**src/rtl/sample_fifo_writer.sv**
```systemverilog
// Producer front end for the sample FIFO: captures one frame of optionally decimated ADC samples.
// Define SAMPLE_WRITER_DROP_CNT_EN to count samples dropped while the FIFO is almost full.
module sample_fifo_writer #(
  parameter int unsigned DATA_W    = 12,
  parameter int unsigned DECIM     = 1,
  parameter int unsigned FRAME_LEN = 1024
) (
  input  logic              clk,
  input  logic              rst,
  input  logic              start,
  input  logic              adc_valid,
  input  logic [DATA_W-1:0] adc_data,
  input  logic              almost_full,
  output logic              wr_en,
  output logic [DATA_W-1:0] din,
  output logic              busy,
  output logic              done,
  output logic [15:0]       drop_cnt
);

  localparam logic [7:0]  DecimLast = 8'(DECIM - 1);
  localparam logic [15:0] FrameLen  = 16'(FRAME_LEN);

  typedef enum logic [1:0] {StIdle, StCapture, StFinish} state_e;

  state_e            state_q, state_d;
  logic [7:0]        dcnt_q, dcnt_d;
  logic [15:0]       wcnt_q, wcnt_d;
  logic              wr_en_q, wr_en_d;
  logic [DATA_W-1:0] din_q, din_d;
  logic              frame_full;
  logic              sel;

  // Once the last write is issued the frame is closed; later samples are ignored.
  assign frame_full = (wcnt_q == FrameLen);
  assign sel        = (state_q == StCapture) && !frame_full && adc_valid && (dcnt_q == 8'd0);

  always_comb begin
    state_d = state_q;
    dcnt_d  = dcnt_q;
    wcnt_d  = wcnt_q;
    wr_en_d = 1'b0;
    din_d   = din_q;
    unique case (state_q)
      StIdle: begin
        if (start) begin
          state_d = StCapture;
          dcnt_d  = 8'd0;
          wcnt_d  = 16'd0;
        end
      end
      StCapture: begin
        if (frame_full) begin
          state_d = StFinish;
        end else if (adc_valid) begin
          dcnt_d = (dcnt_q == DecimLast) ? 8'd0 : dcnt_q + 8'd1;
          if (sel && !almost_full) begin
            wr_en_d = 1'b1;
            din_d   = adc_data;
            wcnt_d  = wcnt_q + 16'd1;
          end
        end
      end
      StFinish: state_d = StIdle;
      default:  state_d = StIdle;
    endcase
  end

  always_ff @(posedge clk) begin
    if (rst) begin
      state_q <= StIdle;
      dcnt_q  <= 8'd0;
      wcnt_q  <= 16'd0;
      wr_en_q <= 1'b0;
      din_q   <= '0;
    end else begin
      state_q <= state_d;
      dcnt_q  <= dcnt_d;
      wcnt_q  <= wcnt_d;
      wr_en_q <= wr_en_d;
      din_q   <= din_d;
    end
  end

`ifdef SAMPLE_WRITER_DROP_CNT_EN
  logic [15:0] drop_cnt_q, drop_cnt_d;
  logic        drop;

  assign drop = sel && almost_full;

  always_comb begin
    drop_cnt_d = drop_cnt_q;
    if ((state_q == StIdle) && start) begin
      drop_cnt_d = 16'd0;
    end else if (drop && (drop_cnt_q != 16'hFFFF)) begin
      drop_cnt_d = drop_cnt_q + 16'd1;
    end
  end

  always_ff @(posedge clk) begin
    if (rst) begin
      drop_cnt_q <= 16'd0;
    end else begin
      drop_cnt_q <= drop_cnt_d;
    end
  end

  assign drop_cnt = drop_cnt_q;
`else
  assign drop_cnt = 16'd0;
`endif

  assign wr_en = wr_en_q;
  assign din   = din_q;
  assign busy  = (state_q == StCapture);
  assign done  = (state_q == StFinish);

endmodule

```
**config.mk**
```make
export PLATFORM = sky130hd
export DESIGN_NAME = sample_fifo_writer
export DESIGN_NICKNAME = d
export VERILOG_FILES = /design/src/rtl/sample_fifo_writer.sv
export SDC_FILE = /design/constraint.sdc
export NUM_CORES = 1
export LEC_CHECK = 0
export CORE_ASPECT_RATIO = 2
export CORE_UTILIZATION = 45
export DETAILED_ROUTE_END_ITERATION = 6
export GPL_TIMING_DRIVEN = 0
export PLACE_DENSITY_LB_ADDON = 0.3
export SYNTH_ARGS = -nofsm -noshare
export SYNTH_HDL_FRONTEND = slang
export SYNTH_SLANG_ARGS = --single-unit
```
**constraint.sdc**
```tcl
create_clock -name clk -period 2.7 [get_ports clk]
set_input_delay 0.27 -clock clk [delete_from_list [all_inputs] [get_ports clk]]
set_output_delay 0.27 -clock clk [all_outputs]
set_load 0.1 [all_outputs]
```
# Yosys cells after proc, flatten, opt, wreduce, memory -nomap -nowiden
# Cells that the tools add are included.
totals:
  reg_bits: 39
  input_bits: 17
classes:
  addsub: 2
  eq_ne: 8
  mux: 14
  bitwise_logic: 3
  n_reduce_logical: 14
op_table:
  columns: ["cell", "n"]
  rows:
  - ["2-to-1 mux 16 bit", 4]
  - ["2-to-1 mux 8 bit", 4]
  - ["case mux 16 bit (2 select lines)", 1]
  - ["adder 16 x 1 -> 16 bit, second input constant", 1]
  - ["== test 16 x 11 -> 1 bit, second input constant", 1]
  - ["case mux 8 bit (2 select lines)", 1]
  - ["adder 8 x 1 -> 8 bit, second input constant", 1]
  - ["zero test 8 bit", 1]
  - ["AND reduction 4 bit", 2]
  - ["inequality test 2 bit, second input constant", 3]
  - ["AND reduction 5 bit", 1]
  - ["logical AND 1 bit", 4]
  - ["2-to-1 mux 2 bit", 2]
  - ["inequality test 2 x 1 -> 1 bit, second input constant", 2]
  - ["case mux 2 bit (2 select lines)", 1]
  - ["OR reduction 4 bit", 1]
  - ["NOT 1 bit", 3]
  - ["== test 2 x 1 -> 1 bit, second input constant", 1]
  - ["== test 2 bit, second input constant", 1]
  - ["zero test 1 bit", 2]
  - ["zero test 2 bit", 1]
  - ["AND reduction 2 bit", 1]
  - ["nonzero test 2 bit", 1]
  - ["2-to-1 mux 1 bit", 1]

# Logic depth before layout (Yosys ltp)
logic_depth:
  ltp_word: 10
  depth_mapped: 8
  ltp_nobuf: 6

# Worst setup path after synthesis
# No wires, ideal clock.
synth_timing:
  kind: "register to register"
  start: "register state_q[0]"
  end: "register dcnt_q[1]"
  setup_ns: 0.124
  t_arrival_ns: 2.214
  slack_ns: 0.362
  path_stages_with_launch: 4
  period_less_slack_ns: 2.338
  path_cell_list: "dfxtp_1 -> nor2b_1 -> a31oi_1 -> mux2i_1"
synth_between:
  elab_chain_cells: 3
  elab_cells_between_ends: 8
  cone_classes: "eq/ne: 4; mux: 1; reduce/logical: 3"
synth_rtl:
  columns: ["item", "line", "rtl"]
  rows:
  - ["start: declaration", "26", "state_e state_q, state_d;"]
  - ["start signal: assignment", "71", "state_q <= StIdle;"]
  - ["start signal: assignment", "77", "state_q <= state_d;"]
  - ["== test 2 x 1 -> 1 bit (*)", null, null]
  - ["net busy", "16", "output logic busy,"]
  - ["inequality test 2 bit (no line) or nonzero test 2 bit (tied branches)", null, null]
  - ["AND reduction 4 bit (no line)", null, null]
  - ["end signal: assignment", "78", "dcnt_q <= dcnt_d;"]
  - ["end: declaration", "27", "logic [7:0] dcnt_q, dcnt_d;"]
# The timed path passes the listed nets; every way through them passes the cells marked *.
# A chain may end at the register's enable or synchronous reset.

# Worst setup path after layout
layout_timing:
  start: "register state_q[0]"
  end: "output busy"
layout_between:
  elab_chain_cells: 1
layout_rtl:
  columns: ["item", "line", "rtl"]
  rows:
  - ["== test 2 x 1 -> 1 bit", "115", "assign busy = (state_q == StCapture);"]
  - ["end: declaration", "16", null]
# No other way between the ends.

==> out/metrics.csv <==
stage,metric,value,unit
sta,hold_viol,0,
die,start_util,0.4673,
sta,relSlewSlack,0.3407,
die,core-area,4554,sq um
yosys,syn_inst,255,
drt,drc,0,
setup_path,crit_chain,nor2b_1 -> clkdlybuf4s50_1,
yosys,ys_ff_latch,39,
cts,post_cts_resized,0,
yosys,synth-compound-area-share,0.2281,
global_route,gr-total-overflow,0,
setup_path,slowest_stage,clkdlybuf4s50_1,
yosys,yosysTopAreaCellShare,0.3668,
pwr,power,1216,uW
cells_and_area,fin_nets,329,
cells_and_area,area_growth,23.87,%
yosys,synth-xor-area-share,0.008230,
cells_and_area,register_area,780.7,sq um
placement,place_inst,356,
outcome,status,completed,
drt,via_count,2113,
cells_and_area,diodes,0,
cts,cts_sinks,39,
worst_hold_path,hold_end,din[7],
yosys,muxShareOfSynthArea,0.004703,
cts,clk_latency,290,ps
yosys,synthArstFlopShare,0,
cells_and_area,final_cell_mix,"dfxtp_1, clkdlybuf4s50_1, a31oi_1",
global_route,grt_max_degree,11,
cts,clockRootBuffer,clkbuf_8,
cells_and_area,multi_input_area,1172,sq um
sta,fmax,424.3,MHz
global_route,antenna_found_initial,0,
yosys,ys_seq_area_frac,0.3668,
job,cap_violations,0,
sta,post-route-period-util,0.8729,
cells_and_area,fin_cells,362,
cts,hold_buffers,0,
drt,postRouteAntennaNets,0,
drt,post_drt_wl_per_cell,15.18,microns
yosys,synth_top_family_by_area,simple AND/OR/NAND/NOR gates,
global_route,grt.total_usage,0.2303,
setup_path,r2r_setup_slack,380,ps
drt,drtPass1Iterations,4,
pwr,max-vdd-ir-drop,404.6,uV
yosys,syn-cell-area,2128,sq um
worst_hold_path,hp-class,flip-flop to flip-flop,
yosys,yosys_warnings,0,
cts,cts_tree,done,
sta,tns,0,ps
cts,clock_path_buffers,2,
setup_path,regToRegEndpoint,din[9],
setup_path,r2r_start,wcnt_q[0],
worst_hold_path,holdCritStartpoint,din[7],
cts,cts.clk_slew.worst_paths,70,ps
yosys,netlist.top_cell.by_area,dfxtp_1,
die,die_h,99.26,microns
cells_and_area,nFillCells,439,
die,ios,48,
yosys,ys_top_cells_by_area,"dfxtp_1, a31oi_1, buf_4",
sta,worst_slew_pin_slew,985.8,ps
cells_and_area,drive_gt1_frac,0.1042,
yosys,yosys.area_share.adder,0.02352,
cts,post_cts_buffers,0,
setup_path,path_class,flip-flop to primary output,
cells_and_area,fin_area,2636,sq um
pwr,power_density,461.2,nW/um^2
drt,wirelength,5496,microns
global_route,grt_pass1_wl,8811,microns
die,die_w,50.63,microns
setup_path,cp_data_required_time,2430,ps
sta,setup_viol,0,
setup_path,endpoint_kind,primary output,
sta,final_max_slew_viol_count,0,
yosys,synth_simple_gate_area_frac,0.2581,
sta,fin_crit,2357,ps
sta,rsz0062_at_grt,false,
placement,dpl_cell_area,2564,sq um
yosys,synth_cell_types,49,
sta,fin_skew,4.680,ps
global_route,grt_pass1_vias,1972,
setup_path,max_stage_delay,1170,ps
yosys,synthFlopType,dfxtp_1,
cells_and_area,mostFrequentLayoutCell,dfxtp_1,
setup_path,worstPathArrival,2090,ps
drt,drtIter0Drc,55,
cts,htree_levels,2,
placement,io_buffers,31,
worst_hold_path,worstHoldPathCells,2,
setup_path,path_max_fanout,6,
die,die-area,5025,sq um
die,rows,35,
yosys,syn_area_per_cell,8.346,sq um
yosys,synth_edf_count,0,
setup_path,r2r_cells,8,
drt,vias_per_cell,5.837,
setup_path,critPathLaunchType,flip-flop,
cts,numCtsBuffers,5,
pwr,leakage,0.0009194,uW
placement,place.gp.congestion,0.9721,
placement,dp_hpwl,4039,microns
state kept, by name, indices dropped and copies added, names as in the netlist:
name     count
dcnt_q       8
din         12
wcnt_q      16
wr_en        1
state_q      2
synth_stat cells (7+ instances only):
cell / number
inv_1: 11
clkbuf_1: 10
o21ai_0: 20
buf_4: 16
nand3_1: 22
nand4_1: 7
a31oi_1: 25
dfxtp_1: 39
nor4_1: 7
a21oi_1: 17
nand2_1: 8
cell families (layout without fill, tap and decap cells):
family	count (synthesis)	after routing
flops	39	39
simple gates	88	88
compound gates	79	79
fa+ha+maj	4	4
xor+xnor	2	2
mux	1	1
other cells	1	16
buf+inv	41	78
worst max-delay path: cells and delay by family (launching register included):
kind / cells / cell delay, ps
buffers and inverters: 1 / 1170
flip-flops: 1 / 400
AND/OR/NAND/NOR: 1 / 230
area by class of cell:
class / instances / share of cell area
plain buffers: 30 / 0.07214
clock buffers: 6 / 0.02753
inverters: 11 / 0.01566
multi-input cells: 190 / 0.4447
flip-flops and latches: 39 / 0.2962
well taps: 55 / 0.02610
repair buffers: 31 / 0.1177
worst max path at each step:
stage          startpoint          to  depth (start not counted)
6_report       state_q[0]        busy                          2
5_1_grt        state_q[0]        busy                          2
4_1_cts        state_q[0]        busy                          2
3_5_place_dp    adc_valid  wcnt_q[11]                          6
3_3_place_gp    adc_valid   wcnt_q[3]                          6
2_1_floorplan  state_q[0]   dcnt_q[1]                          3
power breakdown:
part	leakage, uW	internal, uW	switching, uW	total, uW
registers	0.000315	582	4.41	586
clock network	0.0000371	172	197	369
logic	0.000567	65.2	195	260
through the flow:
| step | hold slack (ps) | util | worst slack [ps] |
|---|---|---|---|
| finish | 478.6 | 0.5788 | 343.3 |
| global route | 502.4 | 0.5788 | 215.6 |
| CTS | 481.0 | 0.5788 | 329.6 |
| detailed placement | 467.6 | 0.5629 | 240.3 |
| global placement | 460.3 | 0.5629 | 225.1 |
| floorplan | 417.7 | - | 362.0 |
metal layers:
| layer | wire, microns | vias to the layer above | track usage |
|---|---|---|---|
| met4 | 201 | 0 | 0.1389 |
| met2 | 3047 | 74 | 0.4277 |
| met1 | 2044 | 990 | 0.2328 |
| li1 | - | 1031 | - |
| met5 | 0 | - | 0 |
| met3 | 203 | 18 | 0.02905 |
Power figures use the tool's default switching activity.
